File: src/rtl/elastic_pipe_pkg.sv
// rtl/elastic_pipe_pkg.sv - shared stage state type and sizing helper for the elastic pipeline
package elastic_pkg;

  typedef enum logic [1:0] {EMPTY, BUSY, FULL} stage_state_t;

  // Width of a counter that must hold 0..2*stages (main + skid per stage)
  function automatic int count_width(input int stages);
    return $clog2(2 * stages + 1);
  endfunction

endpackage

File: src/rtl/elastic_pipe_if.sv
// rtl/elastic_pipe_if.sv - valid/ready/data beat channel for the elastic pipeline
interface elastic_pipe_if #(
  parameter int n = 4
);
  logic         valid;
  logic         ready;
  logic [n-1:0] data;

  modport master (output valid, output data, input ready);
  modport slave  (input valid, input data, output ready);
endinterface

File: src/rtl/elastic_pipe_stage.sv
// rtl/elastic_pipe_stage.sv - one elastic stage: main register plus skid entry, registered in_ready
module elastic_stage
  import elastic_pkg::*;
#(
  parameter int n = 4
) (
  input  logic         clk,
  input  logic         nrst,
  input  logic         clr,
  input  logic         in_valid_i,
  output logic         in_ready_o,
  input  logic [n-1:0] in_data_i,
  output logic         out_valid_o,
  input  logic         out_ready_i,
  output logic [n-1:0] out_data_o
);

  stage_state_t state_q, state_d;
  logic [n-1:0] main_q, main_d;
  logic [n-1:0] skid_q, skid_d;
  logic         in_xfer;
  logic         out_xfer;

  assign in_xfer  = in_valid_i & (state_q != FULL);
  assign out_xfer = out_ready_i & (state_q != EMPTY);

  always_ff @(posedge clk or negedge nrst) begin
    if (!nrst) state_q <= EMPTY;
    else       state_q <= state_d;
  end

  always_comb begin
    state_d = state_q;
    case (state_q)
      EMPTY: if (in_xfer) state_d = BUSY;
      BUSY: begin
        if (in_xfer && !out_xfer)      state_d = FULL;
        else if (!in_xfer && out_xfer) state_d = EMPTY;
      end
      FULL:    if (out_xfer) state_d = BUSY;
      default: state_d = EMPTY;
    endcase
    if (clr) state_d = EMPTY;
  end

  // Ready comes from the state register only, so out_ready never reaches in_ready
  always_comb begin
    in_ready_o  = (state_q != FULL);
    out_valid_o = (state_q != EMPTY);
    out_data_o  = main_q;
  end

  always_comb begin
    main_d = main_q;
    skid_d = skid_q;
    if (!clr) begin
      case (state_q)
        EMPTY: if (in_xfer) main_d = in_data_i;
        BUSY: begin
          if (in_xfer && out_xfer) main_d = in_data_i;
          else if (in_xfer)        skid_d = in_data_i;
        end
        FULL:    if (out_xfer) main_d = skid_q;
        default: ;
      endcase
    end
  end

  always_ff @(posedge clk or negedge nrst) begin
    if (!nrst) begin
      main_q <= '0;
      skid_q <= '0;
    end else begin
      main_q <= main_d;
      skid_q <= skid_d;
    end
  end

endmodule

File: src/rtl/elastic_pipe.sv
// rtl/elastic_pipe.sv - chain of STAGES elastic stages with a held-beat counter
module elastic_pipe
  import elastic_pkg::*;
#(
  parameter int n      = 4,
  parameter int STAGES = 2
) (
  input  logic                            clk,
  input  logic                            nrst,
  input  logic                            clr,
  elastic_pipe_if.slave                   in_if,
  elastic_pipe_if.master                  out_if,
  output logic [$clog2(2*STAGES+1)-1:0]   count
);

  localparam int CW = count_width(STAGES);

  logic [STAGES:0] valid_w;
  logic [STAGES:0] ready_w;
  logic [n-1:0]    data_w [0:STAGES];
  logic [CW-1:0]   count_q, count_d;
  logic            in_xfer;
  logic            out_xfer;

  assign valid_w[0]    = in_if.valid;
  assign data_w[0]     = in_if.data;
  assign in_if.ready   = ready_w[0];
  assign out_if.valid  = valid_w[STAGES];
  assign out_if.data   = data_w[STAGES];
  assign ready_w[STAGES] = out_if.ready;

  for (genvar k = 0; k < STAGES; k++) begin : g_stage
    elastic_stage #(.n(n)) u_stage (
      .clk         (clk),
      .nrst        (nrst),
      .clr         (clr),
      .in_valid_i  (valid_w[k]),
      .in_ready_o  (ready_w[k]),
      .in_data_i   (data_w[k]),
      .out_valid_o (valid_w[k+1]),
      .out_ready_i (ready_w[k+1]),
      .out_data_o  (data_w[k+1])
    );
  end

  assign in_xfer  = in_if.valid & ready_w[0];
  assign out_xfer = valid_w[STAGES] & out_if.ready;

  always_comb begin
    count_d = count_q + CW'(in_xfer) - CW'(out_xfer);
    if (clr) count_d = '0;
  end

  always_ff @(posedge clk or negedge nrst) begin
    if (!nrst) count_q <= '0;
    else       count_q <= count_d;
  end

  assign count = count_q;

endmodule

File: src/flat_wrapper.sv
// flat-port wrapper written by rule: the top's interface ports become plain ports
module elastic_pipe_flat import elastic_pkg::*;
#(
  parameter int n      = 4,
  parameter int STAGES = 2
)
  (clk, nrst, clr, count, in_if_valid, in_if_data, in_if_ready, out_if_valid, out_if_data, out_if_ready);
  elastic_pipe_if #(.n(n)) in_if_i ();
  elastic_pipe_if #(.n(n)) out_if_i ();
  input  logic clk;
  input  logic nrst;
  input  logic clr;
  output logic [$clog2(2*STAGES+1)-1:0] count;
  input wire logic [$bits(in_if_i.valid)-1:0] in_if_valid;
  input wire logic [$bits(in_if_i.data)-1:0] in_if_data;
  output wire logic [$bits(in_if_i.ready)-1:0] in_if_ready;
  output wire logic [$bits(out_if_i.valid)-1:0] out_if_valid;
  output wire logic [$bits(out_if_i.data)-1:0] out_if_data;
  input wire logic [$bits(out_if_i.ready)-1:0] out_if_ready;
  assign in_if_i.valid = in_if_valid;
  assign in_if_i.data = in_if_data;
  assign in_if_ready = in_if_i.ready;
  assign out_if_valid = out_if_i.valid;
  assign out_if_data = out_if_i.data;
  assign out_if_i.ready = out_if_ready;
  elastic_pipe #(.n(n), .STAGES(STAGES)) u_core (.clk(clk), .nrst(nrst), .clr(clr), .in_if(in_if_i), .out_if(out_if_i), .count(count));
endmodule
File: config.mk
export PLATFORM = sky130hd
export DESIGN_NAME = elastic_pipe_flat
export DESIGN_NICKNAME = d
export VERILOG_FILES = /design/src/rtl/elastic_pipe_pkg.sv /design/src/rtl/elastic_pipe_if.sv /design/src/rtl/elastic_pipe_stage.sv /design/src/rtl/elastic_pipe.sv /design/src/flat_wrapper.sv
export SDC_FILE = /design/constraint.sdc
export NUM_CORES = 1
export LEC_CHECK = 0
export ABC_AREA = 1
export BUFFER_PORTS_ARGS = -buffer_cell sky130_fd_sc_hd__buf_4
export CAP_MARGIN = 20
export CORE_MARGIN = 2
export CORE_UTILIZATION = 40
export CTS_CLUSTER_DIAMETER = 80
export CTS_CLUSTER_SIZE = 24
export DETAILED_ROUTE_END_ITERATION = 8
export MAX_ROUTING_LAYER = met4
export PLACE_DENSITY = 0.6
export RECOVER_POWER = 100
export SLEW_MARGIN = 20
export SYNTH_ARGS = -nofsm -noshare
export SYNTH_HDL_FRONTEND = slang
export SYNTH_HIERARCHICAL = 1
export SYNTH_SLANG_ARGS = --single-unit
File: constraint.sdc
create_clock -name clk -period 2.6 [get_ports clk]
set_clock_uncertainty 0.05 [all_clocks]
set_input_delay 0.39 -clock clk [delete_from_list [all_inputs] [get_ports clk]]
set_output_delay 0.39 -clock clk [all_outputs]
set_load 0.1 [all_outputs]
Word level (Yosys, flattened, before mapping)
Index checks and enable logic that the tools add are counted.
Widths: inputs -> output; s select.
{"block": "totals", "ff_bits": 23, "input_bits": 9, "output_inout_bits": 9, "word_cells": 74}
{"block": "op_classes", "add_sub_neg": 2, "eq_ne": 18, "mux": 20, "bitwise_logic": 6, "reduce_logical": 21}
{"op": "$mux 4", "n": 6}
{"op": "$pmux 4 s3", "n": 2}
{"op": "$mux 2", "n": 9}
{"op": "$ne 2x2->1 const B", "n": 7}
{"op": "$pmux 2 s3", "n": 2}
{"op": "$reduce_and 5->1", "n": 2}
{"op": "$ne 3x3->1 const B", "n": 3}
{"op": "$ne 4x4->1 const B", "n": 2}
{"op": "$reduce_and 4->1", "n": 2}
{"op": "$logic_and 1x1->1", "n": 6}
{"op": "$reduce_and 3->1", "n": 2}
{"op": "$reduce_bool 3->1", "n": 2}
{"op": "$eq 2x1->1 const B", "n": 2}
{"op": "$eq 2x2->1 const B", "n": 2}
{"op": "$logic_not 2->1", "n": 2}
{"op": "$reduce_bool 2->1", "n": 2}
{"op": "$add 3x1->3", "n": 1}
{"op": "$and 1x1->1", "n": 3}
{"op": "$logic_not 1->1", "n": 3}
{"op": "$mux 3", "n": 1}
{"op": "$ne 3x2->1 const B", "n": 1}
{"op": "$not 1->1", "n": 3}
{"op": "$sub 3x1->3", "n": 1}
{"op": "$ne 2x1->1 const B", "n": 1}

Depth between registers and ports, before layout
Gate-level depths: netlist of the first run.
{"block": "logic_depth", "depth_word": 8, "mapped_depth": 14, "mapped_depth_nobuf": 13}

Cells and area by module
The synthesis of the first run kept the hierarchy.
{"module": "elastic_stage", "n_inst": 2, "cells_each": 79, "area_each_um2": 570.5, "seq_area_each_um2": 250.2}
{"module": "elastic_pipe", "n_inst": 1, "cells_each": 24, "area_each_um2": 193.9, "seq_area_each_um2": 75.1}

Worst setup path after synthesis of the first run
No wires, ideal clock.
{"block": "synth_timing", "kind": "reg2reg", "from": "register u_core.g_stage[1].u_stage.state_q[1]", "to": "register u_core.count_q[2], in the netlist u_core/count[2]", "setup_time_ns": 0.113, "t_arrival_ns": 2.309, "required_time_ns": 2.437, "path_slack_ns": 0.128, "stages_incl_launch_ff": 15, "path_buffers": 1, "period_less_slack_ns": 2.472, "path_cell_list": "dfrtp_1 > buf_2 > nor2_2 > inv_1 > nand2_1 > inv_1 > ha_1 > inv_1 > ha_1 > inv_1 > fa_1 > inv_1 > nand2_1 > nand2_1 > nor2_2"}
{"block": "synth_between", "elab_chain_len": 4}
{"element": "start: declaration", "line": "elastic_pipe_stage.sv:18", "rtl": "stage_state_t state_q, state_d;"}
{"element": "start signal: assignment", "line": "elastic_pipe_stage.sv:29", "rtl": "else state_q <= state_d;"}
{"element": "$reduce_bool 2->1", "line": "elastic_pipe_stage.sv:49", "rtl": "out_valid_o = (state_q != EMPTY);"}
{"element": "via out_if_valid", "line": "flat_wrapper.sv:17", "rtl": "output wire logic [$bits(out_if_i.valid)-1:0] out_if_valid;"}
{"element": "$and 1x1->1", "line": "elastic_pipe.sv:47", "rtl": "assign out_xfer = valid_w[STAGES] & out_if.ready;"}
{"element": "$sub 3x1->3", "line": "elastic_pipe.sv:50", "rtl": "count_d = count_q + CW'(in_xfer) - CW'(out_xfer);"}
{"element": "$mux 3", "line": "elastic_pipe.sv:51", "rtl": "if (clr) count_d = '0;"}
{"element": "via u_core.count_d[2]", "line": "elastic_pipe.sv:21", "rtl": "logic [CW-1:0] count_q, count_d;"}
{"element": "end signal: assignment", "line": "elastic_pipe.sv:56", "rtl": "else count_q <= count_d;"}
{"element": "end: declaration", "line": "elastic_pipe.sv:21"}
The timed path passes the listed nets, and every way through them passes these cells.
A chain may end at the register's enable or synchronous reset.

Worst setup path in the final report of the first run
{"block": "layout_timing", "from": "register u_core.g_stage[1].u_stage.state_q[1]", "to": "register u_core.count_q[2], in the netlist u_core/count[2]"}
{"block": "layout_between", "elab_chain_len": 4}
{"element": "$reduce_bool 2->1", "line": "elastic_pipe_stage.sv:49"}
{"element": "$and 1x1->1", "line": "elastic_pipe.sv:47"}
{"element": "$sub 3x1->3", "line": "elastic_pipe.sv:50"}
{"element": "$mux 3", "line": "elastic_pipe.sv:51"}
{"element": "via u_core.count_d[2]", "line": "elastic_pipe.sv:21"}
The timed path passes the listed nets, and every way through them passes these cells.

==> results of run 1 <==
[cell type report]
cell class | count | share of cell area (%)
Clock inverter | 1 | 0.339
Clock buffer | 3 | 1.53
Tap cell | 44 | 3.73
Sequential cell | 23 | 39.0
Inverter | 33 | 8.39
Multi-Input combinational cell | 124 | 40.1
Timing Repair Buffer | 18 | 6.95
[cell families after synthesis]
family | count (synthesis) | share of synthesized area [%]
AO/OA/AOI/OAI | 16 | 8.43
flip-flops | 23 | 43.1
adder cells (fa/ha/maj) | 3 | 3.37
buffers and inverters | 35 | 10.0
AND/OR/NAND/NOR | 105 | 35.1
[synth_stat cells]
cell type and instances:
nor2_2 5, ha_1 2, nand3_1 19, nor2_1 10
nand2_2 5, o21ai_4 2, nand2_1 62, dfrtp_1 23
o31ai_1 2, fa_1 1, o21ai_0 2, o211ai_1 2
nand3b_1 2, o21ai_1 8, buf_2 2, nand4_2 2
inv_2 4, inv_1 29
[report_power, final]
part	total, W	switching [W]	internal [W]
clock network	0.000168	0.000110	0.0000575
registers	0.000534	0.0000715	0.000463
logic	0.000766	0.000625	0.000141
total	0.00147	0.000807	0.000661
[metal layers]
metal / vias up / part of all wire, % / track usage [%] / routed length (µm)
met4: 0 / 0.81 / 6.38 / 21
li1: 602 / - / - / -
met1: 509 / 47 / 21.2 / 1220
met3: 2 / 5.0 / 3.31 / 129
met5: - / 0 / - / 0
met2: 20 / 47 / 27.1 / 1230
[per-stage QoR]
| stage | hold slack (ns) | cell area [µm²] | setup WS (ns) |
|---|---|---|---|
| finish | 0.238 | 1480 | 0.519 |
| global route | 0.217 | 1480 | 0.311 |
| CTS | 0.222 | 1550 | 0.544 |
| detailed placement | 0.256 | 1510 | 0.564 |
| global placement | 0.254 | 1510 | 0.610 |
| floorplan | 0.0444 | 1340 | 0.128 |
[worst min path at each step]
stage | startpoint | to | slack (ns) | depth (start not counted)
5_1_grt | clr | u_core/count[2]$_DFF_PN0_ | 0.22 | 2
3_3_place_gp | nrst | u_core/count[2]$_DFF_PN0_ | 0.25 | 1
2_1_floorplan | nrst | u_core/count[0]$_DFF_PN0_ | 0.04 | 0
4_1_cts | clr | u_core/count[2]$_DFF_PN0_ | 0.22 | 2
3_5_place_dp | nrst | u_core/count[2]$_DFF_PN0_ | 0.26 | 1
6_report | clr | u_core/count[2]$_DFF_PN0_ | 0.24 | 2
[sequential cells by signal, summed over array words and instances (netlist names)]
signal,cells
u_core/g_stage.u_stage/skid_q,8
u_core/count,3
u_core/g_stage.u_stage/state_q,4
u_core/g_stage.u_stage/out_data_o,8
[critical path, cell delays in order, from the launching register on]
cell and delay [ns]:
dfrtp_1 0.49, nor2_1 0.19, inv_1 0.08, nand2_1 0.06
inv_1 0.04, ha_1 0.27, inv_1 0.05, ha_1 0.12
inv_1 0.04, fa_1 0.37, inv_1 0.07, nand2_1 0.05
nand2_1 0.07, nor2_2 0.03
==> flow_metrics.tcl, run 1 <==
set metrics [dict create \
    instances_no_fill 246 \
    p_total_w 0.00147 \
    worstSetupPathType "reg2reg" \
    worst_pin_slew_ns 1.24 \
    grt_pass1_wl_mm 4.63 \
    arrival_ns 2.25 \
    htree_levels 1 \
    drive_gt1_share_pct 10.9 \
    yosys.area.top_type_share_pct 43.1 \
    cap_violations 0 \
    fp.coreArea_um2 3100 \
    finalSetupViolations 0 \
    drc 0 \
    timing.rr.end "u_core/count[2]$_DFF_PN0_" \
    r2r-start "u_core/g_stage[1].u_stage/state_q[1]$_DFFE_PN0P_" \
    hold_buffers 1 \
    fillers 356 \
    dieArea_um2 3820 \
    num_rows 20 \
    die_w_um 61.8 \
    nets 215 \
    yosys_warnings 6 \
    initial_utilization_pct 43.0 \
    syn_avg_cell_area_um2 7.34 \
    gp_congestion 0.833 \
    synthCells 182 \
    crit_path_start "u_core/g_stage[1].u_stage/state_q[1]$_DFFE_PN0P_" \
    grt_pass1_vias 1060 \
    cts.path.max_buffers 2 \
    cts_sinks 23 \
    dp_hpwl_mm 1.96 \
    firstDrtPassIters 4 \
    cts_resized 0 \
    syn-num-nets 194 \
    critPathMaxFanout 9 \
    clk_latency_ns 0.31 \
    yosys-top-cells-area "dfrtp_1, nand2_1, inv_1" \
    status "completed" \
    ioPinCount 18 \
    hold_class "in2reg" \
    seq_area_um2 576 \
    drt-wirelength-per-cell_um 10.6 \
    slew_headroom_pct 17.3 \
    synthToLayoutAreaGrowth_pct 10.6 \
    final_core_util_pct 47.6 \
    multi_input_area_um2 592 \
    r2r_cells 13 \
    critical_path.endpoint "u_core/count[2]$_DFF_PN0_" \
    seq_area_frac_synth_pct 43.1 \
    worstSetupStartpointType "register" \
    rrSetupSlack_ns 0.52 \
    rsz0062_at_grt "no" \
    finalSetupTns_ns 0 \
    die_y_um 61.8 \
    grt_max_degree 24 \
    pwr_density_cell_nw_per_um2 994 \
    antenna_left 0 \
    min_period_over_period_pct 80.0 \
    final_common_cell "nand2_1" \
    post-place-cells 241 \
    period_minus_slack_ns 2.08 \
    cp-end-kind "register" \
    cts_buffers 3 \
    n_antenna_cell 0 \
    vias_per_cell 4.61 \
    final_cell_mix "nand2_1, inv_1, dfrtp_1" \
    report.final.slew_viol_count 0 \
    grtUsageTotal_pct 16.9 \
    cts.root.buffer_cell "clkbuf_4" \
    wl_mm 2.60 \
    drt-initial-drc-count 71 \
    gr-total-overflow 0 \
    cts_setup_buffers 0 \
    netlist_area_um2 1340 \
    cts_tree "yes" \
    cp.required_ns 2.77 \
    hold_viol 0 \
    yosysUniqueCellTypes 18 \
    clk_pin_slew_ns 0.13 \
    ys_ff_latch 23 \
    max_clock_freq_mhz 481 \
    irDropWorstVdd_v 0.000254 \
    portBuffers 17 \
    leakage_nw 0.848 \
    num_vias 1133 \
    antenna_found_initial 0 \
    yosys.area.top_type "dfrtp_1" \
]
Power figures use the tool's default switching activity.
==> inputs of run 2 (changes only) <==
--- a/config.mk
+++ b/config.mk
@@ -14,7 +14,7 @@
 export CTS_CLUSTER_SIZE = 24
 export DETAILED_ROUTE_END_ITERATION = 8
 export MAX_ROUTING_LAYER = met4
-export PLACE_DENSITY = 0.6
+export PLACE_DENSITY = 0.62
 export RECOVER_POWER = 100
 export SLEW_MARGIN = 20
 export SYNTH_ARGS = -nofsm -noshare
==> constraint.sdc (replaced) <==
create_clock -name clk -period 1.7 [get_ports clk]
set_clock_uncertainty 0.05 [all_clocks]
set_input_delay 0.255 -clock clk [delete_from_list [all_inputs] [get_ports clk]]
set_output_delay 0.255 -clock clk [all_outputs]
set_load 0.1 [all_outputs]
==> run 2 against run 1 <==
Against the previous run: final area rose by 7.9%; routed wire length fell by 0.19%; sequential power rose by 52%; combinational power rose by 67%; the run now ends with negative setup slack left; final cell count rose by 4.1%; global-route usage fell by 0.30 points; power rose by 60%; highest routed layer unchanged; fmax rose by 7.8%; first-iteration DRC count fell by 14%.
==> flow_metrics.tcl, run 2 (synthesis results as in run 1) <==
set metrics [dict create \
    status "complete, but fails checks" \
    violations "negative setup slack" \
    setup_ws_ns -0.230 \
    hold_class "in2reg" \
    cts_resized 0 \
    dp_hpwl_mm 2.01 \
    cap_violations 0 \
    fp.coreArea_um2 3100 \
    placed_area_um2 1590 \
    grt_pass1_vias 1101 \
    pwr_density_cell_nw_per_um2 1480 \
    arrival_ns 2.10 \
    cts.root.buffer_cell "clkbuf_4" \
    firstDrtPassIters 4 \
    fillers 344 \
    grt_max_degree 24 \
    num_vias 1174 \
    final_core_util_pct 51.3 \
    irDropWorstVdd_v 0.000529 \
    wl_mm 2.59 \
    report.final.slew_viol_count 0 \
    rsz0062_at_grt "yes" \
    slowest_stage "fa_2" \
    hold_viol 0 \
    drc 0 \
    grtUsageTotal_pct 16.6 \
    gp_congestion 0.810 \
    vias_per_cell 4.59 \
    die_w_um 61.8 \
    final_common_cell "nand2_1" \
    critical_path.endpoint "u_core/count[1]$_DFF_PN0_" \
    cp.required_ns 1.87 \
    dieArea_um2 3820 \
    min_period_over_period_pct 114 \
    r2r-start "u_core/g_stage[1].u_stage/state_q[1]$_DFFE_PN0P_" \
    cts.path.max_buffers 2 \
    clk_pin_slew_ns 0.13 \
    critPathMaxFanout 2 \
    finalSetupTns_ns -0.443 \
    cts_sinks 23 \
    slew_headroom_pct 60.3 \
    max_clock_freq_mhz 518 \
    grt_pass1_wl_mm 4.55 \
    crit_family "adder cells" \
    cts_buffers 3 \
    worstSetupStartpointType "register" \
    gr-total-overflow 0 \
    worstSetupPathType "reg2reg" \
    cp-end-kind "register" \
    finalSetupViolations 2 \
    antenna_left 0 \
    leakage_nw 0.924 \
    hp-start "clr" \
    nets 225 \
    clk_latency_ns 0.31 \
    max_stage_delay_ns 0.51 \
    final_area_um2 1590 \
    cpMostUsedCell "inv_1" \
    period_minus_slack_ns 1.93 \
    drt-wirelength-per-cell_um 10.1 \
    worst_pin_slew_ns 0.596 \
    die_y_um 61.8 \
    num_rows 20 \
    path_cells "nor2_4 -> clkinvlp_4 -> nand2_1 -> inv_1 -> ha_1 -> inv_1 -> ha_1 -> inv_1 -> fa_2 -> nor2_1" \
    timing.rr.end "u_core/count[1]$_DFF_PN0_" \
    cts_tree "yes" \
    ioPinCount 18 \
    rrSetupSlack_ns -0.23 \
    drive_gt1_share_pct 22.2 \
    post-place-cells 251 \
    htree_levels 1 \
    initial_utilization_pct 43.0 \
    cp_num_buf_inv 4 \
    instances_no_fill 256 \
    drt-initial-drc-count 61 \
    portBuffers 17 \
    synthToLayoutAreaGrowth_pct 19.3 \
    crit_path_start "u_core/g_stage[1].u_stage/state_q[1]$_DFFE_PN0P_" \
    worstSetupPathDepth 10 \
    n_antenna_cell 0 \
    final_cell_mix "nand2_1, inv_1, dfrtp_1" \
    r2r_cells 10 \
    antenna_found_initial 0 \
]
-- run 2: cell count changes in the layout (fill, tap and decap cells not counted), moves of 2 or more --
cell	delta
clkbuf_1	-8
inv_1	-2
o21ai_0	-8
nor2_1	-2
buf_4	+11
clkbuf_2	+6
o21ai_1	+7
-- run 2: stage by stage --
step                power, W  setup WS [ns]  hold slack (ns)
detailed placement   0.00217         -0.216            0.119
finish               0.00235         -0.230            0.110
global route         0.00252         -0.335           0.0911
CTS                  0.00244         -0.235           0.0921
floorplan            0.00185         -0.748          -0.0906
global placement     0.00215         -0.193            0.118
-- run 2: metal layers --
metal  vias up  track usage (%)  part of all wire [%]
met5         -                -                     0
met4         0             6.99                  0.58
met3         2             2.69                   2.7
met2        16             27.1                    47
met1       531             20.5                    50
li1        625                -                     -
-- run 2: worst min path at each step --
stage,slack (ns),end,depth (start not counted)
3_5_place_dp,0.12,u_core/count[2]$_DFF_PN0_,1
4_1_cts,0.09,u_core/count[2]$_DFF_PN0_,2
5_1_grt,0.09,u_core/count[2]$_DFF_PN0_,2
3_3_place_gp,0.12,u_core/count[1]$_DFF_PN0_,1
2_1_floorplan,-0.09,u_core/count[0]$_DFF_PN0_,0
6_report,0.11,u_core/count[2]$_DFF_PN0_,2
-- run 2: worst register-to-register path: cells and delay by family (launching register included) --
family | cells | cell delay (ns)
buffers and inverters | 4 | 0.24
and+or+nand+nor | 3 | 0.24
adders and majority gates | 3 | 0.89
DFF | 1 | 0.43
-- run 2: layout make-up --
cell class                      count  area (µm²)  area share (%)
Tap cell                           44        55.1            3.46
Clock inverter                      1        5.00           0.314
Timing Repair Buffer               28         193            12.1
Inverter                           33         128            8.01
Multi-Input combinational cell    124         614            38.6
Sequential cell                    23         576            36.1
Clock buffer                        3        22.5            1.41
-- run 2: what timing repair did --
| action | 4_1_cts | 5_1_grt |
|---|---|---|
| pin swaps | 0 | 0 |
| hold buffers | 1 | 0 |
| endpoints found under the setup margin | 2 | 2 |
| gates cloned | 0 | 0 |
| buffers inserted | 0 | 0 |
| endpoints found under the hold margin | 23 | 0 |
-- run 2: report_power, final --
group | total, W | internal, W | switching [W]
Combinational | 0.00128 | 0.000300 | 0.000979
Clock | 0.000258 | 0.0000879 | 0.000170
Sequential | 0.000812 | 0.000708 | 0.000105
